===== config.mk =====
export PLATFORM = sky130hd
export DESIGN_NAME = perceptron_trainer_flat
export DESIGN_NICKNAME = d
export VERILOG_FILES = /design/src/rtl/perceptron_trainer_if.sv /design/src/rtl/perceptron_trainer.sv /design/src/flat_wrapper.sv
export SDC_FILE = /design/constraint.sdc
export NUM_CORES = 1
export LEC_CHECK = 0
export CAP_MARGIN = 25
export CELL_PAD_IN_SITES_DETAIL_PLACEMENT = 0
export CELL_PAD_IN_SITES_GLOBAL_PLACEMENT = 1
export CORE_MARGIN = 2
export CORE_UTILIZATION = 35
export CTS_BUF_LIST = sky130_fd_sc_hd__clkbuf_8
export CTS_CLUSTER_DIAMETER = 200
export DETAILED_ROUTE_END_ITERATION = 6
export PLACE_DENSITY = 0.68
export REMOVE_ABC_BUFFERS = 1
export SYNTH_ARGS = -nofsm -noshare
export SYNTH_HDL_FRONTEND = slang
export SYNTH_SLANG_ARGS = --single-unit

===== constraint.sdc =====
create_clock -name clk -period 12.73 [get_ports clk]
set_input_delay 1.273 -clock clk [delete_from_list [all_inputs] [get_ports clk]]
set_output_delay 1.273 -clock clk [all_outputs]
set_load 0.03 [all_outputs]

===== src/rtl/perceptron_trainer_if.sv =====
// Handshake, result and readback bundle for perceptron_trainer.
//   master (vector source / debug): in_valid, x, exp_res, train, threshold, rd_idx
//   slave  (perceptron):            in_ready, out_valid, result, sum, mistakes, rd_weight
// IDX_W / ACC_W here must track the same localparams in perceptron_trainer.
interface perceptron_trainer_if #(
  parameter int N_IN    = 7,
  parameter int W_WIDTH = 8
);
  localparam int IDX_W = ($clog2(N_IN + 1) > 1) ? $clog2(N_IN + 1) : 1;
  localparam int ACC_W = W_WIDTH + IDX_W + 1;

  logic                    in_valid;
  logic                    in_ready;
  logic [N_IN-1:0]         x;
  logic                    exp_res;
  logic                    train;
  logic signed [ACC_W-1:0] threshold;
  logic                    out_valid;
  logic [1:0]              result;
  logic signed [ACC_W-1:0] sum;
  logic [15:0]             mistakes;
  logic [IDX_W-1:0]        rd_idx;
  logic [W_WIDTH-1:0]      rd_weight;

  modport master (
    output in_valid, x, exp_res, train, threshold, rd_idx,
    input  in_ready, out_valid, result, sum, mistakes, rd_weight
  );

  modport slave (
    input  in_valid, x, exp_res, train, threshold, rd_idx,
    output in_ready, out_valid, result, sum, mistakes, rd_weight
  );
endinterface


===== src/rtl/perceptron_trainer.sv =====
// Serially evaluated perceptron with on-line saturating training.
// One input term is accumulated per cycle (ACCUM), the sum is compared to a
// signed threshold (DECIDE), and on a training misprediction each active
// weight is stepped by +/-(1<<LR_SHIFT) with saturation (UPDATE).
// Ports:
//   clk   - clock
//   reset - synchronous active-low reset
//   bus   - perceptron_trainer_if.slave: valid/ready vector input, +/-1
//           result, net sum, mistake counter, combinational weight readback
// Optional: define PERCEPTRON_BIAS_EN to add a bias weight at index N_IN with
// constant input 1 (ACCUM/UPDATE then take N_IN+1 cycles).
module perceptron_trainer #(
  parameter int N_IN     = 7,
  parameter int W_WIDTH  = 8,
  parameter int LR_SHIFT = 0
) (
  input logic                 clk,
  input logic                 reset,
  perceptron_trainer_if.slave bus
);
  localparam int IDX_W = ($clog2(N_IN + 1) > 1) ? $clog2(N_IN + 1) : 1;
  localparam int ACC_W = W_WIDTH + IDX_W + 1;
`ifdef PERCEPTRON_BIAS_EN
  localparam int NW = N_IN + 1;
`else
  localparam int NW = N_IN;
`endif
  localparam logic [IDX_W-1:0]   LAST  = IDX_W'(NW - 1);
  localparam logic [W_WIDTH:0]   STEP  = (W_WIDTH + 1)'(1 << LR_SHIFT);
  localparam logic [W_WIDTH-1:0] W_MAX = {1'b0, {(W_WIDTH-1){1'b1}}};
  localparam logic [W_WIDTH-1:0] W_MIN = {1'b1, {(W_WIDTH-1){1'b0}}};

  typedef enum logic [1:0] {S_IDLE, S_ACCUM, S_DECIDE, S_UPDATE} state_e;

  state_e                  state_q, state_d;
  logic [IDX_W-1:0]        idx_q;
  logic signed [ACC_W-1:0] acc_q;
  logic signed [ACC_W-1:0] thr_q;
  logic [N_IN-1:0]         x_q;
  logic                    exp_q, train_q;
  logic signed [ACC_W-1:0] sum_q;
  logic [1:0]              result_q;
  logic                    out_valid_q;
  logic [15:0]             mistakes_q;
  logic [W_WIDTH-1:0]      w_q [NW];

  // Effective input vector; the bias lane always sees a 1.
  logic [NW-1:0] xb;
`ifdef PERCEPTRON_BIAS_EN
  assign xb = {1'b1, x_q};
`else
  assign xb = x_q;
`endif

  // Lane selected by idx_q (shared by ACCUM and UPDATE).
  logic [W_WIDTH-1:0] w_sel;
  logic               x_sel;
  always_comb begin
    w_sel = '0;
    x_sel = 1'b0;
    for (int i = 0; i < NW; i++) begin
      if (idx_q == IDX_W'(i)) begin
        w_sel = w_q[i];
        x_sel = xb[i];
      end
    end
  end

  // Out-of-range indices read as 0 (covers rd_idx=N_IN without bias).
  always_comb begin
    bus.rd_weight = '0;
    for (int i = 0; i < NW; i++) begin
      if (bus.rd_idx == IDX_W'(i)) bus.rd_weight = w_q[i];
    end
  end

  logic signed [ACC_W-1:0] term;
  assign term = x_sel ? {{(ACC_W-W_WIDTH){w_sel[W_WIDTH-1]}}, w_sel} : '0;

  logic pred_pos, mispred;
  assign pred_pos = (acc_q >= thr_q);
  assign mispred  = (pred_pos != exp_q);

  // One guard bit catches overflow: STEP < 2^(W_WIDTH-1) so the sum can only
  // leave the range by one wrap, and bits [W] vs [W-1] disagree exactly then.
  logic [W_WIDTH:0]   w_sum;
  logic [W_WIDTH-1:0] w_new;
  always_comb begin
    w_sum = exp_q ? ({w_sel[W_WIDTH-1], w_sel} + STEP)
                  : ({w_sel[W_WIDTH-1], w_sel} - STEP);
    if (w_sum[W_WIDTH] != w_sum[W_WIDTH-1]) w_new = w_sum[W_WIDTH] ? W_MIN : W_MAX;
    else                                    w_new = w_sum[W_WIDTH-1:0];
  end

  // FSM: state register
  always_ff @(posedge clk) begin
    if (!reset) state_q <= S_IDLE;
    else        state_q <= state_d;
  end

  // FSM: next state
  always_comb begin
    state_d = state_q;
    case (state_q)
      S_IDLE:   if (bus.in_valid)       state_d = S_ACCUM;
      S_ACCUM:  if (idx_q == LAST)      state_d = S_DECIDE;
      S_DECIDE: state_d = (train_q && mispred) ? S_UPDATE : S_IDLE;
      S_UPDATE: if (idx_q == LAST)      state_d = S_IDLE;
      default:  state_d = S_IDLE;
    endcase
  end

  // FSM: outputs / datapath enables
  logic cap_en, acc_en, dec_en, upd_en;
  always_comb begin
    bus.in_ready = (state_q == S_IDLE);
    cap_en       = (state_q == S_IDLE) && bus.in_valid;
    acc_en       = (state_q == S_ACCUM);
    dec_en       = (state_q == S_DECIDE);
    upd_en       = (state_q == S_UPDATE);
  end

  always_ff @(posedge clk) begin
    if (!reset) begin
      idx_q       <= '0;
      acc_q       <= '0;
      thr_q       <= '0;
      x_q         <= '0;
      exp_q       <= 1'b0;
      train_q     <= 1'b0;
      sum_q       <= '0;
      result_q    <= 2'b00;
      out_valid_q <= 1'b0;
      mistakes_q  <= '0;
    end else begin
      out_valid_q <= dec_en;
      if (cap_en) begin
        x_q     <= bus.x;
        exp_q   <= bus.exp_res;
        train_q <= bus.train;
        thr_q   <= bus.threshold;
        acc_q   <= '0;
        idx_q   <= '0;
      end
      if (acc_en) begin
        acc_q <= acc_q + term;
        idx_q <= (idx_q == LAST) ? '0 : idx_q + IDX_W'(1);
      end
      if (dec_en) begin
        sum_q    <= acc_q;
        result_q <= pred_pos ? 2'b01 : 2'b11;
        idx_q    <= '0;
        if (train_q && mispred && mistakes_q != 16'hFFFF)
          mistakes_q <= mistakes_q + 16'd1;
      end
      if (upd_en) idx_q <= idx_q + IDX_W'(1);
    end
  end

  always_ff @(posedge clk) begin
    for (int i = 0; i < NW; i++) begin
      if (!reset)                                        w_q[i] <= '0;
      else if (upd_en && idx_q == IDX_W'(i) && xb[i])    w_q[i] <= w_new;
    end
  end

  assign bus.out_valid = out_valid_q;
  assign bus.result    = result_q;
  assign bus.sum       = sum_q;
  assign bus.mistakes  = mistakes_q;

endmodule


===== src/flat_wrapper.sv =====
// flat-port wrapper written by rule: the top's interface ports become plain ports
module perceptron_trainer_flat 
#(
  parameter int N_IN     = 7,
  parameter int W_WIDTH  = 8,
  parameter int LR_SHIFT = 0
)
  (clk, reset, bus_in_valid, bus_x, bus_exp_res, bus_train, bus_threshold, bus_rd_idx, bus_in_ready, bus_out_valid, bus_result, bus_sum, bus_mistakes, bus_rd_weight);
  perceptron_trainer_if #(.N_IN(N_IN), .W_WIDTH(W_WIDTH)) bus_i ();
  input logic clk;
  input logic reset;
  input wire logic [$bits(bus_i.in_valid)-1:0] bus_in_valid;
  input wire logic [$bits(bus_i.x)-1:0] bus_x;
  input wire logic [$bits(bus_i.exp_res)-1:0] bus_exp_res;
  input wire logic [$bits(bus_i.train)-1:0] bus_train;
  input wire logic [$bits(bus_i.threshold)-1:0] bus_threshold;
  input wire logic [$bits(bus_i.rd_idx)-1:0] bus_rd_idx;
  output wire logic [$bits(bus_i.in_ready)-1:0] bus_in_ready;
  output wire logic [$bits(bus_i.out_valid)-1:0] bus_out_valid;
  output wire logic [$bits(bus_i.result)-1:0] bus_result;
  output wire logic [$bits(bus_i.sum)-1:0] bus_sum;
  output wire logic [$bits(bus_i.mistakes)-1:0] bus_mistakes;
  output wire logic [$bits(bus_i.rd_weight)-1:0] bus_rd_weight;
  assign bus_i.in_valid = bus_in_valid;
  assign bus_i.x = bus_x;
  assign bus_i.exp_res = bus_exp_res;
  assign bus_i.train = bus_train;
  assign bus_i.threshold = bus_threshold;
  assign bus_i.rd_idx = bus_rd_idx;
  assign bus_in_ready = bus_i.in_ready;
  assign bus_out_valid = bus_i.out_valid;
  assign bus_result = bus_i.result;
  assign bus_sum = bus_i.sum;
  assign bus_mistakes = bus_i.mistakes;
  assign bus_rd_weight = bus_i.rd_weight;
  perceptron_trainer #(.N_IN(N_IN), .W_WIDTH(W_WIDTH), .LR_SHIFT(LR_SHIFT)) u_core (.clk(clk), .reset(reset), .bus(bus_i));
endmodule

After elaboration in Yosys (flattened, before gate mapping)
Memories as Yosys holds them, arrays and structs flattened.
Index checks and enable logic that the tools add are counted.
- register bits after elaboration: 69
- memories kept: 1
- output and inout port bits: 40
- logic and storage cells: 137
- input bits: 27
- bits in writable memories: 56
- $lt $le $gt $ge: 1
- bitwise logic cells: 7
- eq/ne operators: 21
- reductions and logical operators: 24
- $add $sub $neg: 5
- mux-type cells: 67
- memory list (name ; depth ; width ; rd ports ; clocked after Yosys merged registers in ; wr ports ; RTL line ; RTL):
    u_core.w_q ; 7 ; 8 ; 7 ; 0 ; 7 ; perceptron_trainer.sv:45 ; logic [W_WIDTH-1:0] w_q [NW];
- operators by type and width (kind ; number):
    $mux W8 ; 23
    $mux W12 ; 3
    $mux W1 ; 29
    $eq A3 B3 Y1 const B ; 6
    $logic_and A1 B1 Y1 ; 17
    $add A16 B1 Y16 const B ; 1
    $ne A16 B16 Y1 const B ; 1
    $mux W3 ; 5
    $add A12 B12 Y12 ; 1
    $eq A3 B2 Y1 const B ; 4
    $ge A12 B12 Y1 ; 1
    $mux W2 ; 5
    $add A8 B2 Y9 const B ; 1
    $mux W9 ; 1
    $sub A8 B2 Y9 const B ; 1
    $pmux W2 S4 ; 1
    $or A1 B1 Y1 ; 7
    $eq A3 B1 Y1 const B ; 2
    $logic_not A3 Y1 ; 2
    $ne A2 B2 Y1 const B ; 3
    $eq A2 B2 Y1 const B ; 2
    $reduce_bool A4 Y1 ; 1
    $add A3 B1 Y3 const B ; 1
    $reduce_and A3 Y1 ; 1
    other kinds (5) ; 6

Longest topological paths before layout
- depth in word-level cells: 13
- gate-level depth with buffers: 23
- mapped depth without buffers: 21

Worst setup path before layout
OpenSTA, ideal clock, no wires.
- kind: flip-flop to flip-flop
- start: register u_core.idx_q[1]
- end: register u_core.acc_q[11]
- path slack: 8.410 ns
- period minus slack after synthesis: 4.320 ns
- buffers on the path: 2
- arrival time: 4.246 ns
- stages on the path, launching flop included: 22
- setup time: 0.074 ns
- required time: 12.656 ns
- cell sequence: dfxtp_1 -> inv_1 -> ha_1 -> buf_6 -> buf_4 -> nor3b_1 -> a221oi_1 -> o311ai_0 -> o21ai_0 -> o21ai_0 -> mux2i_1 -> nor2_1 -> ha_1 -> a21oi_1 -> o211ai_1 -> o41ai_1 -> nand2_1 -> a21oi_2 -> o31ai_2 -> xnor2_1 -> or3_1 -> a31oi_1
- word-level cells in the longest chain between the ends: 11
- elaborated cells between the ends (all ways): 24
- those cells by class: add/sub (1); eq/ne (6); mux (16); reduce/logical (1)
- RTL lines (element ; RTL line ; RTL):
    start: declaration ; perceptron_trainer.sv:36 ; logic [IDX_W-1:0] idx_q;
    start signal: assignment ; perceptron_trainer.sv:147 ; idx_q <= (idx_q == LAST) ? '0 : idx_q + IDX_W'(1);
    start signal: assignment ; perceptron_trainer.sv:156 ; if (upd_en) idx_q <= idx_q + IDX_W'(1);
    $logic_not A3 Y1 ; perceptron_trainer.sv:62 ; if (idx_q == IDX_W'(i)) begin
    $mux W8 or $mux W1 (tied branches) (7 in series) ; perceptron_trainer.sv:62 ;
    $mux W12 * ; perceptron_trainer.sv:78 ; assign term = x_sel ? {{(ACC_W-W_WIDTH){w_sel[W_WIDTH-1]}}, w_sel} : '0;
    $add A12 B12 Y12 * ; perceptron_trainer.sv:146 ; acc_q <= acc_q + term;
    $mux W12 * ; perceptron_trainer.sv:145 ; if (acc_en) begin
    end signal: assignment ; perceptron_trainer.sv:146 ;
    end: declaration ; perceptron_trainer.sv:37 ; logic signed [ACC_W-1:0] acc_q;
Mark *: on every way between the ends. The rest lies on a longest branch, timed or not.
A chain may end at the register's enable or synchronous reset.

==> flow_summary.ini <==
[floorplan]
initial_core_util_pct = 35.66
ios = 67
die_w_um = 147.3
fp-row-count = 52
dieArea_sq_um = 21710
die_h_um = 147.3
coreArea_sq_um = 20170

[hold_path]
hold_path_class = register to register
min-delay-start = u_core.bus.sum[10]
hold_end = u_core.bus.sum[10]
whs_path_depth = 2

[sta]
rsz0062_at_grt = false
finClkSkew_ps = 11.00
fin_ws_ps = 7198
max_freq_mhz = 180.8
setup_viol = 0
fin_setup_tns_ps = 0
worst_pin_slew_ps = 918.3
slew_headroom_pct = 38.37
period_needed_ps = 5532
hold_violations = 0
drv_slew = 0
period_share_pct = 43.45

[finish]
fin_nets = 934
area_delta_synth_final_pct = 17.69
drive_gt1_share_pct = 7.127
antenna_cells = 0
design_area_sq_um = 8464

[place]
place_area_sq_um = 8020
dp_hpwl_um = 14340
place_ws_ps = 7326
routabilityCongestion = 0.7978
io_buffers = 66

[setup_path]
setup.worst_path.end_class = register
timing.rr.start = u_core.idx_q[0]
crit_path_max_fanout = 17
ff2ff_path_depth = 19
cp.required_ps = 13020
worstPathArrival_ps = 5820
reg2reg_slack_ps = 7200
cp-start-kind = register
critPathKind = register to register
worst_r2r_endpoint = u_core.w_q[1][2]

[clock_network]
h-tree-depth = 4
post_cts_resized = 0
root_buffer = clkbuf_8
cts.path.max_buffers = 2
post_cts_buffers = 0
cts_buffers = 17
hold_buffers = 0
clock-sinks = 125
clk_pin_slew_ps = 80
clk_latency_ps = 450
cts_tree = done

[grt]
grt_pass1_vias = 5792
grt_antenna_before_repair = 0
grt-ovfl-total = 0
grt_use_total_pct = 18.78
grt_max_degree = 63
grt_pass1_wl_um = 31960

[drt]
wire_per_inst_um = 17.10
viasPerCell = 5.282
ant_nets = 0
first_pass_iters = 5
first_iter_violations = 386
vias = 6096
drc = 0
drt_wl_total_um = 19730

[yosys]
synth_edf_count = 56
synth_area_sq_um = 7192
ys_ff_latch = 125
synth_flop_cell = dfxtp_1
synth_seq_area_share_pct = 42.59
synth_cells = 824
syn_area_per_cell_sq_um = 8.728
ys_types = 67
async_flop_share_pct = 0
yosysWarnings = 0

[outcome]
status = finished clean

[power_and_ir_drop]
vdd_drop_max_uv = 55.74
power_density_nw_per_um2 = 116.8
p_leak_nw = 3.073

[run]
max_cap_violations = 0
-- report_power, final --
part	internal (W)	switching (W)	leakage (nW)	total (W)
registers	0.000429	0.0000106	1.14	0.000440
clock network	0.000222	0.000166	0.228	0.000387
logic	0.0000555	0.000106	1.71	0.000161
total	0.000706	0.000282	3.07	0.000988
-- cell families after synthesis --
kind of cell               count (synthesis)  share of synthesized area (%)
and+or+nand+nor                          298                          19.29
buffers and inverters                     82                          4.889
adders and majority gates                 36                          6.472
DFF                                      125                          42.59
AOI/OAI and AO/OA                        243                          20.29
xor gates and xnor gates                  14                          1.705
muxes                                     26                          4.767
-- layout make-up --
cell class	count	area, sq um
clock buffers	19	261.5
flip-flops and latches	125	3063
multi-input cells	617	3777
clock inverters	13	172.7
inverters	33	126.4
fillers	2078	11710
well taps	270	337.8
repair buffers	77	725.7
-- flip-flops by register name (all words and copies together) (netlist names) --
signal                flops
u_core.bus.result         2
u_core.idx_q              3
u_core.acc_q             12
u_core.state_q            2
u_core.exp_q              1
u_core.bus.mistakes      16
u_core.x_q                7
u_core.bus.sum           12
u_core.thr_q             12
u_core.bus.out_valid      1
u_core.w_q               56
u_core.train_q            1
-- worst max-delay path by stage --
stage / end / start / slack (ps)
after floorplan: u_core.acc_q[11] / u_core.idx_q[0] / 8390
after global placement: u_core.acc_q[11] / u_core.idx_q[0] / 7450
after detailed placement: u_core.w_q[1][2] / u_core.idx_q[0] / 7330
after CTS: u_core.w_q[1][2] / u_core.idx_q[0] / 7320
after global routing: u_core.w_q[1][2] / u_core.idx_q[0] / 6720
final: u_core.w_q[1][2] / u_core.idx_q[0] / 7200
-- worst max-delay path, cell delays in order, from the launching register on --
cell      delay, ps
dfxtp_1         340
inv_1           110
ha_1            540
inv_1           230
nor2_1          560
a221oi_1        100
o311ai_0        420
o21ai_0         160
o21ai_0         160
mux2i_1         170
fa_1            470
nor2b_1         110
o21ai_0         100
a21oi_1         210
o21a_1          150
o21ai_0          80
a21oi_1         610
o21a_2          350
nand4_1         300
o21ai_0         180
-- cell usage after synthesis (5+ instances only) --
cell type    n  area [sq um]
o31ai_1      9         67.56
o311ai_0     6         52.55
xor2_1       5         43.79
or3_1        7         43.79
inv_1       30         112.6
nand4_1      9         56.30
nor3_1       5         25.02
nand2b_1    12         75.07
xnor2_1      9         78.83
mux2_2       6         67.56
nand3b_1     5         37.54
or4_1        9         67.56
a211oi_1     5         37.54
o21ai_0     58         290.3
nor2b_1     17         106.4
and2_1       7         43.79
o21ai_1     34         170.2
clkbuf_1    37         138.9
mux2i_1     14         140.1
nand3_1     30         150.1
ha_1        34         425.4
dfxtp_1     69          1381
edfxtp_1    56          1682
mux4_2       6         135.1
nand2_1    131         491.7
a21oi_1     84         420.4
nor2_1      52         195.2
a221oi_1     6         52.55
-- metal layers --
layer,track usage (%),wire length (um),part of all wire (%),vias to the layer above
met4,4.663,178,0.90,0
met2,29.00,8951,45,126
met3,4.255,828,4.2,11
met1,26.73,9775,50,2876
met5,0,0,0,-
li1,-,-,-,3083
-- through the flow --
| step | std cells | power [W] | util [%] | hold WS (ps) |
|---|---|---|---|---|
| floorplan | 775 | 0.0005450 | - | 436.3 |
| global placement | 1115 | 0.0006115 | 39.64 | 445.8 |
| detailed placement | 1120 | 0.0006092 | 39.76 | 447.7 |
| CTS | 1152 | 0.0009975 | 41.92 | 458.9 |
| global route | 1154 | 0.001034 | 41.97 | 477.0 |
| finish | 1154 | 0.0009883 | 41.97 | 455.5 |
-- cells in the final DEF (no fill, tap or decap), types with 7 or more instances in the layout --
| cell | synthesis | final |
|---|---|---|
| or4_1 | 9 | 9 |
| nand2_1 | 131 | 131 |
| o21ai_1 | 34 | 34 |
| nand2b_1 | 12 | 12 |
| nand4_1 | 9 | 9 |
| xnor2_1 | 9 | 9 |
| ha_1 | 34 | 34 |
| clkbuf_8 | 0 | 19 |
| edfxtp_1 | 56 | 56 |
| mux2i_1 | 14 | 14 |
| nand3_1 | 30 | 30 |
| or3_1 | 7 | 7 |
| buf_2 | 3 | 7 |
| and2_1 | 7 | 7 |
| o21ai_0 | 58 | 58 |
| a21oi_1 | 84 | 84 |
| inv_1 | 30 | 32 |
| nor2b_1 | 17 | 17 |
| dfxtp_1 | 69 | 69 |
| clkdlybuf4s50_1 | 0 | 66 |
| nor2_1 | 52 | 52 |
| o31ai_1 | 9 | 9 |
Power figures use the tool's default switching activity.
==> RTL edit, RTL diff (config.mk and constraints unchanged) <==
Make the reset (`reset`) asynchronous in 2 clocked blocks. Comments in the files are not updated.
--- a/src/rtl/perceptron_trainer.sv
+++ b/src/rtl/perceptron_trainer.sv
@@ -93,7 +93,7 @@
   end
 
   // FSM: state register
-  always_ff @(posedge clk) begin
+  always_ff @(posedge clk or negedge reset) begin
     if (!reset) state_q <= S_IDLE;
     else        state_q <= state_d;
   end
@@ -120,7 +120,7 @@
     upd_en       = (state_q == S_UPDATE);
   end
 
-  always_ff @(posedge clk) begin
+  always_ff @(posedge clk or negedge reset) begin
     if (!reset) begin
       idx_q       <= '0;
       acc_q       <= '0;
Check against the original RTL: differs if reset is asserted again (counterexample within 4 cycles, from zero or initial values and one cycle with reset low); with reset held inactive, the same outputs for 10 cycles.
==> RTL edit against the original RTL <==
- global-route usage is 0.41 points lower
- cell area is 1.5% higher
- area after synthesis is 0.87% higher
- cell count is 4.9% lower
- core utilization is 0.37 points higher
- setup slack better by 0.35 ns
- routed wire length is 2.8% lower
- sequential cell count stayed put
Power is not compared: it rests on default switching activity, and its combinational part moved more than twofold at a synthesized area within 25%.
==> RTL edit: results (changes against the original RTL) <==
Vias - 5767 (-5.4%)
Tot GR Track Use - 0.184 (-0.00407)
Most frequent cells after synthesis - nand2_1, nor2_1, dfrtp_1
Layout Nets - 878 (-6.0%)
Post-synthesis cell type count - 67 (unchanged)
Async SR Flop Fraction - 0.552 (+0.552)
Fillers - 2024 (-2.6%)
First-pass GRT wire length - 31.5 mm (-1.6%)
Ranking of synthesized cells by area - dfrtp_1, edfxtp_1, nand2_1
Worst-margin pin slew - 0.976 ns (+0.0580 ns)
Worst Path Arrival - 3.91 ns (-1.91 ns)
Status - finished clean
Pin count of the biggest net entering global routing - 56 (-11%)
Metal-1 WL - 8.72 mm (-11%)
Routed wire length per instance - 17.5 um (+2.2%)
Seq/Total Area, Yosys - 0.470 (+0.0439)
R2R setup slack - 7.76 ns (+0.56 ns)
# resized after CTS - 0 (unchanged)
Clock skew - 0.0236 ns (+0.0126 ns)
Top FF cell, synth - dfrtp_1
Gpl congestion - 0.864 (+8.2%)
Worst-path maximum fanout - 19 (+2)
Share of cells above drive strength 1 - 0.103 (+0.0314)
Vias in the first global route - 5890 (+1.7%)
Met2 wire len - 9.26 mm (+3.5%)
Worst VDD drop - 0.197 mV
Pre-antenna DRT Iters - 6 (+1)
Met3 wire length - 816 um (-1.4%)
[RTL edit: path summary, 6_finish.rpt]
| kind | from | to | cells past startpoint |
|---|---|---|---|
| min in group asynchronous | reset | u_core.x_q[0] | 1 |
| worst min-delay path | u_core.bus.result[0] | u_core.bus.result[0] | 1 |
| worst min register to register | u_core.bus.result[0] | u_core.bus.result[0] | 1 |
| max in group asynchronous | reset | u_core.acc_q[4] | 2 |
| worst max register to register | u_core.idx_q[0] | u_core.w_q[1][2] | 13 |
| worst max-delay path | bus_rd_idx[0] | bus_rd_weight[0] | 6 |
[RTL edit: stage by stage]
step | worst slack, ns | total power, uW | cell area (sq um) | hold WS [ns] | instances
finish | 7.55 | 2420 | 8590 | 0.470 | 1098
global route | 7.35 | 2610 | 8590 | 0.503 | 1098
CTS | 7.54 | 2430 | 8590 | 0.473 | 1098
detailed placement | 7.55 | 2060 | 8190 | 0.453 | 1066
global placement | 7.54 | 2040 | 8170 | 0.449 | 1062
floorplan | 8.45 | 1610 | 7120 | 0.488 | 719
[RTL edit: worst max-delay path, stage by stage]
cell and delay, ns:
clkdlybuf4s50_1 1.02, nor2b_1 0.46, nand2_1 0.10, o21ai_0 0.14, mux2_2 0.24, clkdlybuf4s50_1 0.67
[RTL edit: area by class of cell]
type                    count  area share
clock buffers              17      0.0272
well taps                 270      0.0393
inverters                  26      0.0114
clock inverters            15      0.0199
repair buffers             77      0.0853
flip-flops and latches    125       0.397
multi-input cells         568       0.420
[RTL edit: cells by family after synthesis]
logic type,count (synthesis),synth area share
multiplexers,31,0.0540
adder cells (fa/ha/maj),42,0.0735
AO/OA/AOI/OAI,152,0.140
AND/OR/NAND/NOR,312,0.191
XOR/XNOR,31,0.0395
flip-flops,125,0.470
buffers and inverters,61,0.0324
[RTL edit: metal layers]
layer,global-route usage,vias up
met4,0.0567,0
met3,0.0321,29
met2,0.304,146
li1,-,2803
met1,0.247,2789
met5,0,-
[RTL edit: report_power, final]
group          internal, uW  total [uW]  switching [uW]
clock network           165         360             195
logic                   522        1470             946
registers               514         595            80.8
total                  1200        2420            1220
